===== config.mk =====
export PLATFORM = sky130hd
export DESIGN_NAME = fp_mul_scheduler
export DESIGN_NICKNAME = d
export VERILOG_FILES = /design/src/rtl/fp_mul_scheduler.sv
export SDC_FILE = /design/constraint.sdc
export NUM_CORES = 2
export LEC_CHECK = 0
export CORE_MARGIN = 5
export CORE_UTILIZATION = 55
export CTS_CLUSTER_DIAMETER = 40
export DETAILED_ROUTE_END_ITERATION = 6
export PLACE_DENSITY = 0.78
export SLEW_MARGIN = 20
export SYNTH_ARGS = -nofsm -noshare
export SYNTH_HDL_FRONTEND = slang
export SYNTH_SLANG_ARGS = --single-unit

===== constraint.sdc =====
create_clock -name clk -period 18.5 [get_ports clk]
set_clock_uncertainty 0.1 [all_clocks]
set_input_delay 4.625 -clock clk [delete_from_list [all_inputs] [get_ports clk]]
set_output_delay 4.625 -clock clk [all_outputs]
set_load 0.005 [all_outputs]

===== src/rtl/fp_mul_scheduler.sv =====
// Round-robin scheduler sharing one combinational floating-point multiplier between requesters.
// Optional per-requester sticky flags when FP_MUL_SCHEDULER_STICKY_FLAGS_EN is defined.
module fp_mul_scheduler #(
  parameter int EXPONENT_WIDTH   = 8,
  parameter int MANTISSA_WIDTH   = 23,
  parameter int ROUND_TO_NEAREST = 1,
  parameter int NUM_REQUESTERS   = 4,
  localparam int FW  = EXPONENT_WIDTH + MANTISSA_WIDTH + 1,
  localparam int IDW = $clog2(NUM_REQUESTERS)
) (
  input  logic                         clk,
  input  logic                         rst_n,
  input  logic [NUM_REQUESTERS-1:0]    req_valid,
  output logic [NUM_REQUESTERS-1:0]    req_ready,
  input  logic [NUM_REQUESTERS*FW-1:0] req_a,
  input  logic [NUM_REQUESTERS*FW-1:0] req_b,
  output logic                         resp_valid,
  input  logic                         resp_ready,
  output logic [IDW-1:0]               resp_id,
  output logic [FW-1:0]                resp_out,
  output logic                         resp_underflow,
  output logic                         resp_overflow,
  output logic                         resp_invalid,
  output logic                         busy
`ifdef FP_MUL_SCHEDULER_STICKY_FLAGS_EN
  ,
  output logic [3*NUM_REQUESTERS-1:0]  sticky_flags,
  input  logic [NUM_REQUESTERS-1:0]    sticky_clear
`endif
);

  typedef enum logic [1:0] {IDLE, CALC, RESP} state_t;

  localparam logic [IDW:0] NUM_W = (IDW+1)'(NUM_REQUESTERS);

  state_t         state, state_next;
  logic [IDW-1:0] rr_ptr;
  logic [IDW-1:0] grant_id;
  logic           any_valid;
  logic [FW-1:0]  sel_a, sel_b;
  logic [FW-1:0]  op_a, op_b;
  logic [IDW-1:0] id_q;
  logic [FW-1:0]  res_q;
  logic [2:0]     flags_q;
  logic [FW-1:0]  mul_out;
  logic           mul_unf, mul_ovf, mul_inv;

  // Round-robin search starting just after the last granted requester.
  always_comb begin
    any_valid = 1'b0;
    grant_id  = '0;
    for (int k = 1; k <= NUM_REQUESTERS; k++) begin
      logic [IDW:0] sum;
      sum = {1'b0, rr_ptr} + (IDW+1)'(k);
      if (sum >= NUM_W) sum = sum - NUM_W;
      if (!any_valid && req_valid[sum[IDW-1:0]]) begin
        any_valid = 1'b1;
        grant_id  = sum[IDW-1:0];
      end
    end
  end

  always_comb begin
    sel_a = '0;
    sel_b = '0;
    for (int i = 0; i < NUM_REQUESTERS; i++) begin
      if (grant_id == IDW'(i)) begin
        sel_a = req_a[i*FW +: FW];
        sel_b = req_b[i*FW +: FW];
      end
    end
  end

  // Handshakes: a transfer happens on a rising edge where valid and ready are both high.
  // req_ready is a function of req_valid (one-hot grant in IDLE only); requesters must not
  // make req_valid depend on req_ready. resp_valid holds with stable fields until resp_ready.
  always_comb begin
    req_ready = '0;
    if (state == IDLE && any_valid && rst_n) req_ready[grant_id] = 1'b1;
  end

  always_comb begin
    state_next = state;
    case (state)
      IDLE:    if (any_valid) state_next = CALC;
      CALC:    state_next = RESP;
      RESP:    if (resp_ready) state_next = IDLE;
      default: state_next = IDLE;
    endcase
  end

  always_ff @(posedge clk or negedge rst_n) begin
    if (!rst_n) state <= IDLE;
    else        state <= state_next;
  end

  always_ff @(posedge clk or negedge rst_n) begin
    if (!rst_n) begin
      rr_ptr  <= IDW'(NUM_REQUESTERS - 1);
      op_a    <= '0;
      op_b    <= '0;
      id_q    <= '0;
      res_q   <= '0;
      flags_q <= '0;
    end else begin
      if (state == IDLE && any_valid) begin
        op_a   <= sel_a;
        op_b   <= sel_b;
        id_q   <= grant_id;
        rr_ptr <= grant_id;
      end
      if (state == CALC) begin
        res_q   <= mul_out;
        flags_q <= {mul_inv, mul_ovf, mul_unf};
      end
    end
  end

  assign resp_valid     = (state == RESP);
  assign busy           = (state != IDLE);
  assign resp_id        = id_q;
  assign resp_out       = res_q;
  assign resp_invalid   = flags_q[2];
  assign resp_overflow  = flags_q[1];
  assign resp_underflow = flags_q[0];

`ifdef FP_MUL_SCHEDULER_STICKY_FLAGS_EN
  logic [3*NUM_REQUESTERS-1:0] sticky_q;

  // A set on the same edge as a clear wins: the OR is applied to the cleared value.
  always_ff @(posedge clk or negedge rst_n) begin
    if (!rst_n) begin
      sticky_q <= '0;
    end else begin
      for (int i = 0; i < NUM_REQUESTERS; i++) begin
        if (sticky_clear[i]) sticky_q[3*i +: 3] <= 3'b000;
        if (state == CALC && id_q == IDW'(i))
          sticky_q[3*i +: 3] <= (sticky_clear[i] ? 3'b000 : sticky_q[3*i +: 3]) |
                                {mul_inv, mul_ovf, mul_unf};
      end
    end
  end

  assign sticky_flags = sticky_q;
`endif

  floating_point_multiplier #(
    .EXPONENT_WIDTH   (EXPONENT_WIDTH),
    .MANTISSA_WIDTH   (MANTISSA_WIDTH),
    .ROUND_TO_NEAREST (ROUND_TO_NEAREST)
  ) u_mul (
    .a                 (op_a),
    .b                 (op_b),
    .out               (mul_out),
    .underflow         (mul_unf),
    .overflow          (mul_ovf),
    .invalid_operation (mul_inv)
  );

endmodule

// Combinational multiplier: subnormal inputs are treated as zero, subnormal results flush to zero.
module floating_point_multiplier #(
  parameter int EXPONENT_WIDTH   = 8,
  parameter int MANTISSA_WIDTH   = 23,
  parameter int ROUND_TO_NEAREST = 1,
  localparam int FW = EXPONENT_WIDTH + MANTISSA_WIDTH + 1
) (
  input  logic [FW-1:0] a,
  input  logic [FW-1:0] b,
  output logic [FW-1:0] out,
  output logic          underflow,
  output logic          overflow,
  output logic          invalid_operation
);

  localparam int EW = EXPONENT_WIDTH;
  localparam int MW = MANTISSA_WIDTH;
  localparam logic [EW+1:0] BIAS_X = (EW+2)'(2**(EW-1) - 1);
  localparam logic [EW+1:0] OVF_X  = (EW+2)'(2**(EW-1) - 1 + 2**EW - 1);
  localparam logic [EW-1:0] BIAS_E = EW'(2**(EW-1) - 1);

  logic          sign;
  logic [EW-1:0] ea, eb;
  logic [MW-1:0] fa, fb;
  logic          a_zero, b_zero, a_inf, b_inf, a_nan, b_nan;
  logic [2*MW+1:0] prod;
  logic          hi, guard, sticky, round_up, carry;
  logic [MW-1:0] frac_pre, frac_fin;
  logic [EW+1:0] e_biased;

  assign sign   = a[FW-1] ^ b[FW-1];
  assign ea     = a[FW-2 -: EW];
  assign eb     = b[FW-2 -: EW];
  assign fa     = a[MW-1:0];
  assign fb     = b[MW-1:0];
  assign a_zero = (ea == '0);
  assign b_zero = (eb == '0);
  assign a_inf  = (&ea) && (fa == '0);
  assign b_inf  = (&eb) && (fb == '0);
  assign a_nan  = (&ea) && (fa != '0);
  assign b_nan  = (&eb) && (fb != '0);

  // Significand product lies in [1,4); hi selects the one-bit normalising shift.
  assign prod     = {{(MW+1){1'b0}}, 1'b1, fa} * {{(MW+1){1'b0}}, 1'b1, fb};
  assign hi       = prod[2*MW+1];
  assign frac_pre = hi ? prod[2*MW -: MW] : prod[2*MW-1 -: MW];
  assign guard    = hi ? prod[MW] : prod[MW-1];
  assign sticky   = hi ? |prod[MW-1:0] : |prod[MW-2:0];
  assign round_up = (ROUND_TO_NEAREST != 0) && guard && (sticky || frac_pre[0]);
  assign {carry, frac_fin} = {1'b0, frac_pre} + {{MW{1'b0}}, round_up};
  assign e_biased = {2'b00, ea} + {2'b00, eb} + {{(EW+1){1'b0}}, hi} + {{(EW+1){1'b0}}, carry};

  always_comb begin
    out               = {sign, e_biased[EW-1:0] - BIAS_E, frac_fin};
    underflow         = 1'b0;
    overflow          = 1'b0;
    invalid_operation = 1'b0;
    if (a_nan || b_nan || (a_inf && b_zero) || (a_zero && b_inf)) begin
      out               = {1'b1, {EW{1'b1}}, 1'b1, {(MW-1){1'b0}}};
      invalid_operation = 1'b1;
    end else if (a_inf || b_inf) begin
      out = {sign, {EW{1'b1}}, {MW{1'b0}}};
    end else if (a_zero || b_zero) begin
      out = {sign, {(EW+MW){1'b0}}};
    end else if (e_biased >= OVF_X) begin
      out      = {sign, {EW{1'b1}}, {MW{1'b0}}};
      overflow = 1'b1;
    end else if (e_biased <= BIAS_X) begin
      out       = {sign, {(EW+MW){1'b0}}};
      underflow = 1'b1;
    end
  end

endmodule


# == Word-level counts from Yosys, hierarchy flattened ==
# Index checks and enable logic that the tools add are counted.
# word_totals
out_inout_bits,43
ff_bits,105
wordCells,129
input_bits,263
# classes
muxes,52
magnitude_cmp,12
bitwise,1
n_mul,1
n_addsub,13
n_reduce_logical,36
n_eq_ne,7
# op_table
op,n
$mux 32,9
$mux 31,4
$mul 24x24->48,1
$logic_not 23->1,2
$reduce_bool 23->1,2
$add 23x1->24,1
$mux 23,1
$reduce_or 23->1,1
$reduce_or 22->1,1
$mux 1,21
$add 10x1->10,2
$mux 2,10
$logic_not 8->1,2
$reduce_and 8->1,2
$lt 2x3->1 const B,5
$logic_and 1x1->1,13
$ge 3x3->1 const B,4
$ge 10x9->1 const B,1
$le 10x7->1 const B,1
$add 8x8->9,1
$bmux 1 s2,4
$sub 2x1->2 const B,4
$sub 8x7->8 const B,1
$add 2x2->3 const B,2
16 further kinds,27

# == Longest topological paths before layout ==
# depth
ltp_word,20
depth_mapped,45
ltp_nobuf,39

# == Hierarchy ==
# From an unflattened synthesis, not the netlist that was laid out.
# unflattened
cells_unflattened,3132
hier_area_um2,27308.7
# modules_own_cells
module,seq_area_each_um2,cells_per_inst,area_per_inst_um2,instances
floating_point_multiplier,0.0,2608,21710.8,1
fp_mul_scheduler,2630.0,524,5597.9,1

# == Worst setup path before layout ==
# Ideal clock, no wire load.
# synth_path
path_kind,input to output
start,input req_valid[3]
end,output req_ready[0]
t_required_ps,13775
cell_stages,8
arrival_time_ps,6030
path_slack_ps,7745
path_buffers,3
cell_sequence,nor2b_1 nor2_1 a21o_1 clkbuf_1 clkbuf_1 clkbuf_1 nand3_1 nor4_1
# synth_between
elab_chain_len,17
elab_cells_between_ends,30
cone_classes,order compare (2); mux (19); reduce/logical (9)
# synth_lines
element,line,rtl
"start, declared",13,"input logic [NUM_REQUESTERS-1:0] req_valid,"
$bmux 1 s2,56,if (!any_valid && req_valid[sum[IDW-1:0]]) begin
$mux 1 (implied by the code),56,
$mux 1,56,
$logic_not 1->1,56,
$logic_and 1x1->1,56,
$mux 1,56,
$logic_not 1->1,56,
$logic_and 1x1->1,56,
$mux 1,56,
$logic_not 1->1,56,
$logic_and 1x1->1,56,
$mux 2,56,
$lt 2x3->1 (implied by the code) or $ge 2x1->1 (tied branches),79,if (state == IDLE && any_valid && rst_n) req_ready[grant_id] = 1'b1;
$logic_and 1x1->1 (implied by the code),79,
$mux 1 (implied by the code),79,
$demux 1 s2,79,
$mux 4 (*),79,
"end, declared",14,"output logic [NUM_REQUESTERS-1:0] req_ready,"
# Every way passes the cells marked *; elsewhere a longest branch is shown, timed or not. The select of a mux whose other input is x is not followed.

# == Worst setup path in the final report ==
# layout_path
start,register op_b[8]
end,register res_q[21] (netlist: resp_out[21])
# layout_between
elab_chain_len,13
elab_cells_between_ends,27
cone_classes,add/sub (3); mul (1); order compare (2); mux (8); reduce/logical (13)
# layout_lines
element,line,rtl
"start, declared",41,"logic [FW-1:0] op_a, op_b;"
"start signal, assigned",108,op_b <= sel_b;
$mul 24x24->48,205,"assign prod = {{(MW+1){1'b0}}, 1'b1, fa} * {{(MW+1){1'b0}}, 1'b1, fb};"
$reduce_or 23->1 or $reduce_or 22->1 (tied branches),209,assign sticky = hi ? |prod[MW-1:0] : |prod[MW-2:0];
$mux 1,209,
$logic_or 1x1->1,210,assign round_up = (ROUND_TO_NEAREST != 0) && guard && (sticky || frac_pre[0]);
$logic_and 1x1->1,210,
$add 23x1->24,211,"assign {carry, frac_fin} = {1'b0, frac_pre} + {{MW{1'b0}}, round_up};"
$add 10x1->10,212,"assign e_biased = {2'b00, ea} + {2'b00, eb} + {{(EW+1){1'b0}}, hi} + {{(EW+1){1'b0}}, carry};"
$le 10x7->1,229,end else if (e_biased <= BIAS_X) begin
$mux 31,229,
$mux 31,226,end else if (e_biased >= OVF_X) begin
$mux 31,224,end else if (a_zero || b_zero) begin
$mux 31,222,end else if (a_inf || b_inf) begin
$mux 32 (*),219,if (a_nan || b_nan || (a_inf && b_zero) || (a_zero && b_inf)) begin
"end signal, assigned",113,res_q <= mul_out;
"end, declared",43,logic [FW-1:0] res_q;
# Every way passes the cells marked *; elsewhere a longest branch is shown, timed or not.
# A chain may end at the register's enable or synchronous reset.

==> qor.yml <==
ios: 306
ys_seq_elements: 105
synth_common_cells: "nand2_1 (721), inv_1 (605), fa_1 (484)"
grt.busiest_layer: "met2"
start_util_pct: 55.74
synth_most_common_cell: "nand2_1"
antenna_found_initial: 1
cts_buffers: 9
arrival_ns: 12.74
post_drt_wl_per_cell_um: 19.66
cts.root.buffer_cell: "clkbuf_16"
slowest_delay_ns: 0.81
yosys_warnings: 0
grt_use_met1_pct: 40.36
multiInputGateArea_um2: 21720
path_max_fanout: 35
finalCriticalPeriod_ns: 12.54
num-fill-cells: 4251
endpoint_kind: "register"
grtUsageMet3_pct: 6.138
synth-edff-count: 0
min_path_type: "reg -> reg"
crit_slowest_cell: "dfrtp_1"
rows: 81
timing.final.crit_share_pct: 67.80
layout.nets: 4491
ctsResizeCount: 0
grt_overflow: 0
crit_top_cell: "fa_1"
core_area_um2: 49150
hold_buffers: 0
drt-total-wl_um: 83130
post_cts_buffers: 0
setup_tns_ns: 0
drv_cap: 0
drc: 0
status: "completed"
met2_usage_pct: 51.69
ys_seq_area_share_pct: 9.599
cts_tree: "yes"
worstSetupPathType: "reg -> reg"
htree_levels: 3
final_antenna_net_count: 0
slew_headroom_pct: 19.33
drive_gt1_share_pct: 2.946
grt_pass1_vias: 24700
syn_area_per_cell_um2: 8.051
cts_sinks: 105
yosysTopAreaCell: "fa_1"
diodes: 0
cts.clk_slew.worst_paths_ns: 0.09
via_per_inst: 5.681
die_h_um: 233.2
vias: 24020
synth_nets: 4335
synth_cell_types: 95
syn-instance-count: 3403
synth_top_area_share_pct: 35.36
setup_viol_count_final: 0
clk_path_buf_depth: 2
hold_ws_ns: 0.3871
worstSkewPairLatency_ns: 0.39
hpwl_um: 65050
dr.pass1.iters: 7
finalMaxSlewViolations: 0
async_flop_share_pct: 100.0
area_delta_synth_final_pct: 13.45
hold_viol_final: 0
die_area_um2: 54380
rsz0062_at_grt: "no"
place.gp.congestion: 0.9682
grt_pass1_wl_um: 133100
io_buffer_count: 305
ys.flop_type: "dfrtp_1"
cp.required_ns: 18.70
worstMarginPinSlew_ns: 1.195
die_x_um: 233.2
grt.total_usage_pct: 31.26
regArea_um2: 2634
synthTopCellsByArea: "fa_1 (35%), nand2_1 (9.9%), dfrtp_1 (9.4%)"
fmax_mhz: 79.73
synth_area_um2: 27400
drt-initial-drc-count: 2083
grt_max_degree: 102
start_kind: "register"
kinds of logic (layout without fill, tap and decap cells):
family          after synthesis  after routing  share of synthesized area [%]
xor+xnor                     63             63                          2.096
mux                          13             13                         0.4932
flops                       105            105                          9.599
fa+ha+maj                   669            669                          43.81
buf+inv                     806            967                          11.22
simple gates               1311           1311                          22.42
compound gates              436            436                          10.36
routing by layer:
layer / part of all wire [%] / up-vias
met5: 0.016 / -
met4: 4.9 / 2
met3: 8.8 / 237
met2: 48 / 1103
met1: 38 / 11820
li1: - / 10860
final cells by class:
type | instances | area share, %
Sequential cell | 105 | 8.473
Timing Repair Buffer | 341 | 10.68
Clock inverter | 6 | 0.1892
Tap cell | 664 | 2.673
Multi-Input combinational cell | 2492 | 69.88
Inverter | 610 | 7.366
Clock buffer | 10 | 0.7366
worst max-delay path: cells and delay by family, from the launching register on:
kind | cells | cell delay (ns)
adders and majority gates | 10 | 4.46
AOI/OAI and AO/OA | 8 | 2.37
muxes | 1 | 0.14
DFF | 1 | 0.81
buffers and inverters | 10 | 1.93
and+or+nand+nor | 11 | 2.58
registers in the layout, indices dropped and copies added, names as in the netlist:
register / count
op_a: 32
op_b: 32
resp_out: 32
flags_q: 3
resp_id: 2
rr_ptr: 2
state: 2
cell usage in the layout, fill, tap and decap left out, drive strengths merged, types with 25 or more instances in the layout:
| cell type | n |
|---|---|
| a21oi | 78 |
| and2 | 250 |
| buf | 37 |
| clkdlybuf4s50 | 304 |
| dfrtp | 103 |
| fa | 484 |
| ha | 185 |
| inv | 609 |
| nand2 | 722 |
| nand3 | 88 |
| nand4 | 33 |
| nor2 | 107 |
| nor3 | 28 |
| nor4 | 30 |
| o211ai | 25 |
| o21ai | 181 |
| xnor2 | 33 |
| xor2 | 30 |
stage by stage:
| stage | cells | setup slack, ns | area, µm² | utilization (%) |
|---|---|---|---|---|
| finish | 4228 | 5.957 | 31080 | 63.24 |
| CTS | 4228 | 6.176 | 31080 | 63.23 |
| global placement | 4212 | 6.509 | 30790 | 62.64 |
| global route | 4228 | 5.259 | 31080 | 63.24 |
| detailed placement | 4212 | 6.252 | 30790 | 62.64 |
| floorplan | 3403 | 7.745 | 27400 | - |
path summary, 6_finish.rpt:
kind | cells after the start | end | from | slack, ns
max | 40 | resp_out[21]$_DFFE_PN0N_ | op_b[8]$_DFFE_PN0P_ | 5.96
min | 2 | op_b[21]$_DFFE_PN0P_ | op_b[21]$_DFFE_PN0P_ | 0.39
max reg2reg | 40 | resp_out[21]$_DFFE_PN0N_ | op_b[8]$_DFFE_PN0P_ | 5.96
min reg2reg | 2 | op_b[21]$_DFFE_PN0P_ | op_b[21]$_DFFE_PN0P_ | 0.39
max in group asynchronous | 2 | op_b[10]$_DFFE_PN0P_ | rst_n | 12.81
min in group asynchronous | 1 | resp_out[14]$_DFFE_PN0N_ | rst_n | 4.12
Power is not shown: default switching activity piles up to over one toggle a cycle in this logic, so the estimate is an artifact.
